<file path="src/rtl/seg7_pkg.sv">
// rtl/seg7_pkg.sv - shared seven-segment codes and monitor state type
package seg7_pkg;

    // Active-low segment codes, bit0=a ... bit6=g
    localparam logic [6:0] SEG_0     = 7'h40;
    localparam logic [6:0] SEG_1     = 7'h79;
    localparam logic [6:0] SEG_2     = 7'h24;
    localparam logic [6:0] SEG_3     = 7'h30;
    localparam logic [6:0] SEG_4     = 7'h19;
    localparam logic [6:0] SEG_5     = 7'h12;
    localparam logic [6:0] SEG_6     = 7'h02;
    localparam logic [6:0] SEG_7     = 7'h78;
    localparam logic [6:0] SEG_8     = 7'h00;
    localparam logic [6:0] SEG_9     = 7'h18;
    localparam logic [6:0] SEG_BLANK = 7'h7F;

    typedef enum logic {
        UNLOCKED = 1'b0,
        LOCKED   = 1'b1
    } mon_state_t;

endpackage

</file>
<file path="src/rtl/seg7_monitor_if.sv">
// rtl/seg7_monitor_if.sv - segment bus and monitor result signals
interface seg7_monitor_if #(
    parameter int ERR_W = 8
);
    logic [6:0]       seg;
    logic [3:0]       digit;
    logic             digit_valid;
    logic             blank;
    logic             invalid;
    logic             seq_err;
    logic [ERR_W-1:0] err_cnt;
    logic             locked;

    // master drives the segment bus and observes results
    modport master (
        output seg,
        input  digit, digit_valid, blank, invalid, seq_err, err_cnt, locked
    );

    // slave is the monitor itself
    modport slave (
        input  seg,
        output digit, digit_valid, blank, invalid, seq_err, err_cnt, locked
    );
endinterface

</file>
<file path="src/rtl/seg7_decode.sv">
// rtl/seg7_decode.sv - combinational active-low pattern to digit lookup
module seg7_decode
    import seg7_pkg::*;
(
    input  logic [6:0] seg_i,
    output logic [3:0] digit_o,
    output logic       is_blank_o,
    output logic       is_valid_o
);

    // table lookup; anything outside the eleven known codes is invalid
    always_comb begin
        digit_o    = 4'd0;
        is_blank_o = 1'b0;
        is_valid_o = 1'b1;
        case (seg_i)
            SEG_0:     digit_o = 4'd0;
            SEG_1:     digit_o = 4'd1;
            SEG_2:     digit_o = 4'd2;
            SEG_3:     digit_o = 4'd3;
            SEG_4:     digit_o = 4'd4;
            SEG_5:     digit_o = 4'd5;
            SEG_6:     digit_o = 4'd6;
            SEG_7:     digit_o = 4'd7;
            SEG_8:     digit_o = 4'd8;
            SEG_9:     digit_o = 4'd9;
            SEG_BLANK: begin
                is_blank_o = 1'b1;
                is_valid_o = 1'b0;
            end
            default:   is_valid_o = 1'b0;
        endcase
    end

endmodule

</file>
<file path="src/rtl/seg7_monitor.sv">
// rtl/seg7_monitor.sv - stability filter, decode and 0-9 sequence checker
module seg7_monitor
    import seg7_pkg::*;
#(
    parameter int STABLE_CYCLES = 4,
    parameter int ERR_W         = 8
) (
    input  logic         clk,
    input  logic         rst_n,
    seg7_monitor_if.slave bus
);

    localparam int                STAB_W   = (STABLE_CYCLES > 1) ? $clog2(STABLE_CYCLES) : 1;
    localparam logic [STAB_W-1:0] STAB_MAX = STAB_W'(STABLE_CYCLES - 1);

    logic [6:0]        seg_q;
    logic [STAB_W-1:0] stab_q;
    logic              accepted_q;
    logic              accept;

    mon_state_t        state_q, state_d;
    logic [3:0]        digit_q, digit_d;
    logic              blank_q, blank_d;
    logic [ERR_W-1:0]  err_cnt_q, err_cnt_d;
    logic              digit_valid_q, digit_valid_d;
    logic              invalid_q, invalid_d;
    logic              seq_err_q, seq_err_d;

    logic [3:0]        dec_digit;
    logic              dec_blank;
    logic              dec_valid;
    logic [3:0]        next_expected;
    logic              bump;

    // the pattern counts as settled once it has sat in seg_q long enough
    assign accept = (stab_q == STAB_MAX) && !accepted_q;

    seg7_decode u_decode (
        .seg_i      (seg_q),
        .digit_o    (dec_digit),
        .is_blank_o (dec_blank),
        .is_valid_o (dec_valid)
    );

    // input register plus stability counter; a change restarts qualification
    always_ff @(posedge clk) begin
        if (!rst_n) begin
            seg_q      <= SEG_BLANK;
            stab_q     <= '0;
            accepted_q <= 1'b0;
        end else begin
            seg_q <= bus.seg;
            if (bus.seg != seg_q) begin
                stab_q     <= '0;
                accepted_q <= 1'b0;
            end else begin
                if (stab_q != STAB_MAX) stab_q <= stab_q + STAB_W'(1);
                if (accept) accepted_q <= 1'b1;
            end
        end
    end

    // lock/sequence FSM acting only on accepted patterns
    always_comb begin
        state_d       = state_q;
        digit_d       = digit_q;
        blank_d       = blank_q;
        err_cnt_d     = err_cnt_q;
        digit_valid_d = 1'b0;
        invalid_d     = 1'b0;
        seq_err_d     = 1'b0;
        bump          = 1'b0;
        next_expected = (digit_q == 4'd9) ? 4'd0 : digit_q + 4'd1;
        if (accept) begin
            if (dec_blank) begin
                // blank means the counter restarted; the next digit resyncs
                blank_d = 1'b1;
                state_d = UNLOCKED;
            end else if (dec_valid) begin
                blank_d       = 1'b0;
                digit_valid_d = 1'b1;
                digit_d       = dec_digit;
                state_d       = LOCKED;
                if (state_q == LOCKED && dec_digit != next_expected) begin
                    seq_err_d = 1'b1;
                    bump      = 1'b1;
                end
            end else begin
                blank_d   = 1'b0;
                invalid_d = 1'b1;
                bump      = 1'b1;
            end
        end
        if (bump && (err_cnt_q != {ERR_W{1'b1}})) err_cnt_d = err_cnt_q + ERR_W'(1);
    end

    // registered outputs and FSM state
    always_ff @(posedge clk) begin
        if (!rst_n) begin
            state_q       <= UNLOCKED;
            digit_q       <= 4'd0;
            blank_q       <= 1'b0;
            err_cnt_q     <= '0;
            digit_valid_q <= 1'b0;
            invalid_q     <= 1'b0;
            seq_err_q     <= 1'b0;
        end else begin
            state_q       <= state_d;
            digit_q       <= digit_d;
            blank_q       <= blank_d;
            err_cnt_q     <= err_cnt_d;
            digit_valid_q <= digit_valid_d;
            invalid_q     <= invalid_d;
            seq_err_q     <= seq_err_d;
        end
    end

    assign bus.digit       = digit_q;
    assign bus.digit_valid = digit_valid_q;
    assign bus.blank       = blank_q;
    assign bus.invalid     = invalid_q;
    assign bus.seq_err     = seq_err_q;
    assign bus.err_cnt     = err_cnt_q;
    assign bus.locked      = (state_q == LOCKED);

endmodule

</file>
<file path="src/flat_wrapper.sv">
// flat-port wrapper written by rule: the top's interface ports become plain ports
module seg7_monitor_flat import seg7_pkg::*;
#(
    parameter int STABLE_CYCLES = 4,
    parameter int ERR_W         = 8
)
  (clk, rst_n, bus_seg, bus_digit, bus_digit_valid, bus_blank, bus_invalid, bus_seq_err, bus_err_cnt, bus_locked);
  seg7_monitor_if #(.ERR_W(ERR_W)) bus_i ();
  input  logic clk;
  input  logic rst_n;
  input wire logic [$bits(bus_i.seg)-1:0] bus_seg;
  output wire logic [$bits(bus_i.digit)-1:0] bus_digit;
  output wire logic [$bits(bus_i.digit_valid)-1:0] bus_digit_valid;
  output wire logic [$bits(bus_i.blank)-1:0] bus_blank;
  output wire logic [$bits(bus_i.invalid)-1:0] bus_invalid;
  output wire logic [$bits(bus_i.seq_err)-1:0] bus_seq_err;
  output wire logic [$bits(bus_i.err_cnt)-1:0] bus_err_cnt;
  output wire logic [$bits(bus_i.locked)-1:0] bus_locked;
  assign bus_i.seg = bus_seg;
  assign bus_digit = bus_i.digit;
  assign bus_digit_valid = bus_i.digit_valid;
  assign bus_blank = bus_i.blank;
  assign bus_invalid = bus_i.invalid;
  assign bus_seq_err = bus_i.seq_err;
  assign bus_err_cnt = bus_i.err_cnt;
  assign bus_locked = bus_i.locked;
  seg7_monitor #(.STABLE_CYCLES(STABLE_CYCLES), .ERR_W(ERR_W)) u_core (.clk(clk), .rst_n(rst_n), .bus(bus_i));
endmodule
</file>
<file path="config.mk">
export PLATFORM = sky130hd
export DESIGN_NAME = seg7_monitor_flat
export DESIGN_NICKNAME = d
export VERILOG_FILES = /design/src/rtl/seg7_pkg.sv /design/src/rtl/seg7_monitor_if.sv /design/src/rtl/seg7_decode.sv /design/src/rtl/seg7_monitor.sv /design/src/flat_wrapper.sv
export SDC_FILE = /design/constraint.sdc
export NUM_CORES = 1
export LEC_CHECK = 0
export CAP_MARGIN = 15
export CORE_AREA = 2 2 45 64
export DETAILED_ROUTE_END_ITERATION = 7
export DIE_AREA = 0 0 47 66
export DONT_BUFFER_PORTS = 1
export GPL_ROUTABILITY_DRIVEN = 0
export PLACE_DENSITY_LB_ADDON = 0.15
export SLEW_MARGIN = 20
export SYNTH_ARGS = -nofsm -noshare
export SYNTH_HDL_FRONTEND = slang
export SYNTH_SLANG_ARGS = --single-unit
</file>
<file path="constraint.sdc">
create_clock -name clk -period 5.7 [get_ports clk]
set_clock_uncertainty 0.1 [all_clocks]
set_input_delay 0.57 -clock clk [delete_from_list [all_inputs] [get_ports clk]]
set_output_delay 0.57 -clock clk [all_outputs]
set_load 0.03 [all_outputs]
</file>
======== Yosys cells after proc, flatten, opt, wreduce, memory -nomap -nowiden ========
Cells that the tools add are included.
operators by class
  $add $sub $neg .......................... 3
  multiply operators ...................... 0
  div/mod/pow operators ................... 0
  $lt $le $gt $ge ......................... 0
  equal/unequal tests ..................... 16
  shifts and indexed selects .............. 0
  multiplexer cells ....................... 13
  bitwise operators ....................... 4
  reduce and logical (&&, ||, !) cells .... 12
operator list
  kind                                                                   count
  4-bit case mux with 9 select lines                                     1
  7-bit equality test, second input constant                             4
  7-bit by 5-bit equality test with 1-bit output, second input constant  3
  7-bit by 6-bit equality test with 1-bit output, second input constant  2
  1-bit 2-to-1 mux                                                       11
  10-bit OR reduction                                                    1
  8-bit by 1-bit adder with 8-bit output, second input constant          1
  8-bit != test, second input constant                                   1
  7-bit by 2-bit equality test with 1-bit output, second input constant  1
  7-bit zero test                                                        1
  7-bit != test                                                          1
  4-bit by 1-bit adder with 4-bit output, second input constant          1
  4-bit equality test, second input constant                             1
  4-bit 2-to-1 mux                                                       1
  4-bit != test                                                          1
  1-bit NOT                                                              4
  4-bit OR reduction                                                     1
  1-bit logical AND                                                      3
  3-bit AND reduction                                                    1
  3-bit OR reduction                                                     1
  2-bit by 1-bit adder with 2-bit output, second input constant          1
  2-bit equality test, second input constant                             1
  2-bit != test, second input constant                                   1
  2-bit AND reduction                                                    1
  3 further kinds                                                        3
storage, ports and cells
  bits in registers ....................... 27
  latch bits .............................. 0
  RAM bits ................................ 0
  bits in read-only memories .............. 0
  input bits .............................. 9
  output and inout port bits .............. 17
  word-level logic and storage cells ...... 58
  memories kept ........................... 0

======== Longest topological paths before layout ========
  depth after elaboration ................. 9
  mapped depth ............................ 9
  depth with buffers taken out ............ 7

======== Cells and area by module ========
From an unflattened synthesis, not the netlist that was laid out.
unflattened totals
  cells, all modules ...................... 187
  area, all modules ....................... 1620.3 um^2
modules (own cells, without submodules)
  module        times used  cells an instance  area an instance (um^2)  seq. area each (um^2)
  seg7_monitor  1           146                1350.0                   540.5
  seg7_decode   1           41                 270.3                    0.0

======== Least setup slack after synthesis ========
OpenSTA, ideal clock, no wires.
  kind .................................... reg2reg
  start ................................... reg u_core.seg_q[0]
  end ..................................... reg u_core.err_cnt_q[5] (netlist: u_core.bus.err_cnt[5])
  setup time .............................. 0.072 ns
  arrival ................................. 2.125 ns
  data required time ...................... 5.528 ns
  setup slack ............................. 3.404 ns
  stages on the path, launching flop included .. 9
  path buffers ............................ 1
  period minus slack after synthesis ...... 2.296 ns
  path through ............................ dfxtp_1 -> buf_6 -> or3b_4 -> or3_4 -> a21oi_1 -> nor4_4 -> nor3_2 -> o211a_1 -> mux2i_1
between the ends
  cells in the longest elaborated chain, start to end .. 9
  elaborated cells on any way between the ends .. 22
  those cells by class .................... eq/ne: 11; mux: 7; reduce/logical: 4
ends and longest elaborated chain
  item                                                                          RTL line             source
  start: declaration                                                            seg7_monitor.sv:16   logic [6:0] seg_q;
  start signal: assignment                                                      seg7_monitor.sv:52   seg_q <= bus.seg;
  7-bit by 5-bit equality test with 1-bit output, or another cell as far along  seg7_decode.sv:16    case (seg_i)
  4-bit case mux with 9 select lines                                            seg7_decode.sv:16
  4-bit != test                                                                 seg7_monitor.sv:84   if (state_q == LOCKED && dec_digit != next_expected) begin
  1-bit logical AND                                                             seg7_monitor.sv:84
  1-bit 2-to-1 mux                                                              seg7_monitor.sv:84
  1-bit 2-to-1 mux                                                              seg7_monitor.sv:79   end else if (dec_valid) begin
  1-bit 2-to-1 mux (*)                                                          seg7_monitor.sv:75   if (dec_blank) begin
  1-bit 2-to-1 mux (*)                                                          seg7_monitor.sv:74   if (accept) begin
  1-bit logical AND (*)                                                         seg7_monitor.sv:94   if (bump && (err_cnt_q != {ERR_W{1'b1}})) err_cnt_d = err_cnt_q + ERR_W'(1);
  end signal: assignment                                                        seg7_monitor.sv:111  err_cnt_q <= err_cnt_d;
  end: declaration                                                              seg7_monitor.sv:24   logic [ERR_W-1:0] err_cnt_q, err_cnt_d;
Mark *: on every way between the ends. The rest lies on a longest branch, timed or not.
A chain may end at the register's enable or synchronous reset.

======== Worst setup path in the final report ========
  start ................................... reg u_core.seg_q[0]
  end ..................................... reg u_core.err_cnt_q[4] (netlist: u_core.bus.err_cnt[4])
The elaborated chain is that of the path after synthesis.

==> flow_summary.json <==
{
  "die_h_um": 66,
  "wl_met3_um": 129,
  "grt_pass1_vias": 1243,
  "layout-drive-gt1-share": 0.0632,
  "status": "finished, final reports clean",
  "fin_crit_sh": 0.469,
  "wl_per_cell_um": 14.1,
  "hp-class": "in -> reg",
  "cp_data_arrival_time_ns": 2.84,
  "yosysSeqAreaShare": 0.330,
  "wl_met1_um": 1350,
  "dp_slack_ns": 3.07,
  "cts.repair.resized": 0,
  "synthCells": 197,
  "clock_latency_ns": 0.32,
  "io_buffer_count": 0,
  "path_max_fanout": 9,
  "die_area_um2": 3100,
  "dp.cells": 222,
  "dr.first_iter.drc_count": 11,
  "slew_headroom": 0.618,
  "synthesis.area_um2": 1640,
  "postCtsSetupBuffers": 0,
  "finalWorstSetupSlack_ns": 3.03,
  "start_util": 0.648,
  "p_int_mw": 0.228,
  "top_layer": "met4",
  "cts_buffer_depth": 2,
  "worstMarginPinSlew_ns": 0.567,
  "synth_nets": 208,
  "crit_type": "reg -> reg",
  "finalPower_mw": 0.298,
  "synth_top_area_share": 0.330,
  "required_ns": 5.87,
  "critPathLaunchType": "flip-flop",
  "irDropWorstVdd_mv": 0.142,
  "gr-total-overflow": 0,
  "htreeDepth": 1,
  "yosys-top-cells-area": "dfxtp_1 33%, nand2b_1 7.2%, mux2i_1 5.5%, xor2_1 5.3%, nand2_1 4.6%",
  "antenna_found_initial": 0,
  "drc": 0,
  "drt_pass1_iterations": 4,
  "path_buf_inv": 0,
  "p_seq_frac": 0.668,
  "fillers": 227,
  "setup_tns_ns": 0,
  "rsz0062_at_grt": "false",
  "ys.flop_type": "dfxtp_1",
  "max_stage_delay_ns": 0.54,
  "tritoncts": "done",
  "yosysTopAreaCell": "dfxtp_1",
  "synth_cell_types": 48,
  "clockRootBuffer": "clkbuf_4",
  "grt_pass1_wl_um": 5290,
  "die_w_um": 47,
  "power_frac_clock": 0.276,
  "rows": 22,
  "grt_max_degree": 32,
  "synth-async-reset-ratio": 0,
  "powerDensity_nw_per_um2": 180,
  "vias": 1335,
  "stdcell_area_um2": 1660,
  "r2r_slack_ns": 3.03,
  "critical_path.top_delay_family": "simple AND/OR/NAND/NOR gates",
  "synth_edf_count": 0,
  "vias_per_cell": 5.91,
  "avgSynthCellArea_um2": 8.33,
  "max-cap-violations": 0,
  "coreArea_um2": 2530,
  "p_leak_nw": 0.661,
  "track_usage": 0.230,
  "yosysWarnings": 0,
  "ys_ff_latch": 27,
  "dpl_cell_area_um2": 1630,
  "drt-total-wl_um": 3180,
  "clock_sinks": 27,
  "max_freq_mhz": 374,
  "syn_to_final_growth_pct": 1.14,
  "clkTransAtPathRegs_ns": 0.14,
  "cts_inserted_buffers": 3,
  "cp_cell_sequence": "or4_1 > nor3_1 > o21ai_1 > a32oi_1 > nand2_2 > o211ai_1 > mux2i_1",
  "switchingPower_mw": 0.0697,
  "finalMaxSlewViolations": 0,
  "dr_wl_met2_um": 1640,
  "diodes": 0,
  "ant_nets": 0,
  "layout.cells.non_filler": 226,
  "swShare": 0.234,
  "io_pins": 26,
  "final_nets": 202,
  "crit_slowest_cell": "or4_1",
  "dpl.hpwl_um": 2400,
  "crit_path_end_kind": "flip-flop",
  "layout_min_cycle_time_ns": 2.67,
  "cts_hold_buf": 0,
  "setup_viol": 0,
  "combinationalPowerShare": 0.056,
  "hold_viol": 0
}
[layout by cell type, fill, tap and decap left out, types with 2 or more instances in the layout]
cell type | Yosys | layout
nand2_1 | 20 | 20
ha_1 | 2 | 2
and2_1 | 4 | 4
nand2b_1 | 19 | 19
a21boi_0 | 5 | 5
and3_1 | 3 | 3
nor2b_1 | 4 | 4
o21ai_0 | 5 | 5
inv_1 | 5 | 5
dfxtp_1 | 27 | 27
nor2_1 | 16 | 16
nand4_1 | 2 | 2
clkbuf_4 | 0 | 3
or4_1 | 2 | 2
xor2_1 | 10 | 10
a21oi_1 | 6 | 6
o2bb2ai_1 | 3 | 3
o311a_1 | 2 | 2
xnor2_1 | 3 | 3
nor4_1 | 3 | 3
or3_1 | 2 | 2
o211ai_1 | 3 | 3
a32oi_1 | 2 | 2
nand3_1 | 4 | 4
mux2i_1 | 9 | 9
o211a_1 | 2 | 2
nor3_1 | 4 | 4
[path summary, 6_finish.rpt]
kind                           from                     to  cells after the start
hold reg to reg   u_core.accepted_q      u_core.accepted_q                      2
hold / removal                rst_n        u_core.seg_q[0]                      1
setup / recovery    u_core.seg_q[0]  u_core.bus.err_cnt[4]                      7
setup reg to reg    u_core.seg_q[0]  u_core.bus.err_cnt[4]                      7
[power by group through the flow]
stage / combinational (mW) / clock (mW) / sequential (mW)
6_report: 0.0168 / 0.0822 / 0.199
2_1_floorplan: 0.0241 / 0 / 0.196
4_1_cts: 0.0169 / 0.0852 / 0.199
3_3_place_gp: 0.0164 / 0 / 0.202
3_5_place_dp: 0.0168 / 0 / 0.203
5_1_grt: 0.0190 / 0.0923 / 0.200
[per-layer routing]
metal / global-route usage / vias up
li1: - / 679
met1: 0.261 / 620
met2: 0.402 / 29
met3: 0.0546 / 7
met4: 0.0799 / 0
met5: 0 / -
[cell type report]
class	count	area, µm²	share of cell area
tap	36	45.0	0.0271
sequential	27	541	0.326
clock buffer	4	26.3	0.0158
multi-input combinational	154	1030	0.620
inverter	5	18.8	0.0113
[sequential cells by signal, indices dropped and copies added (netlist names)]
| register | count |
|---|---|
| u_core.bus.locked | 1 |
| u_core.bus.digit_valid | 1 |
| u_core.bus.invalid | 1 |
| u_core.bus.digit | 4 |
| u_core.bus.err_cnt | 8 |
| u_core.accepted_q | 1 |
| u_core.seg_q | 7 |
| u_core.bus.blank | 1 |
| u_core.bus.seq_err | 1 |
| u_core.stab_q | 2 |
[worst register-to-register path, stage by stage (launching register included)]
cell	delay [ns]
dfxtp_1	0.43
or4_1	0.54
nor3_1	0.41
o21ai_1	0.16
a32oi_1	0.32
nand2_2	0.15
o211ai_1	0.30
mux2i_1	0.21
[cell families after synthesis]
kind of cell	count (synthesis)	synth area share
AO/OA/AOI/OAI	37	0.165
XOR/XNOR	13	0.0694
adder cells (fa/ha/maj)	2	0.0153
buffers and inverters	16	0.0435
flip-flops	27	0.330
multiplexers	9	0.0549
AND/OR/NAND/NOR	93	0.323
[cell usage after synthesis, types with 3 or more instances]
library cell and number:
dfxtp_1 27, nand2_1 20, nand2b_1 19, nor2_1 16, xor2_1 10, mux2i_1 9, clkbuf_1 7, a21oi_1 6
a21boi_0 5, inv_1 5, o21ai_0 5, and2_1 4, nand3_1 4, nor2b_1 4, nor3_1 4, and3_1 3
buf_2 3, nor4_1 3, o211ai_1 3, o2bb2ai_1 3, xnor2_1 3
[metrics by stage]
stage	hold WS, ns	util
floorplan	0.335	-
global placement	0.354	0.645
detailed placement	0.372	0.645
CTS	0.205	0.655
global route	0.184	0.655
finish	0.225	0.655
Power figures use the tool's default switching activity.
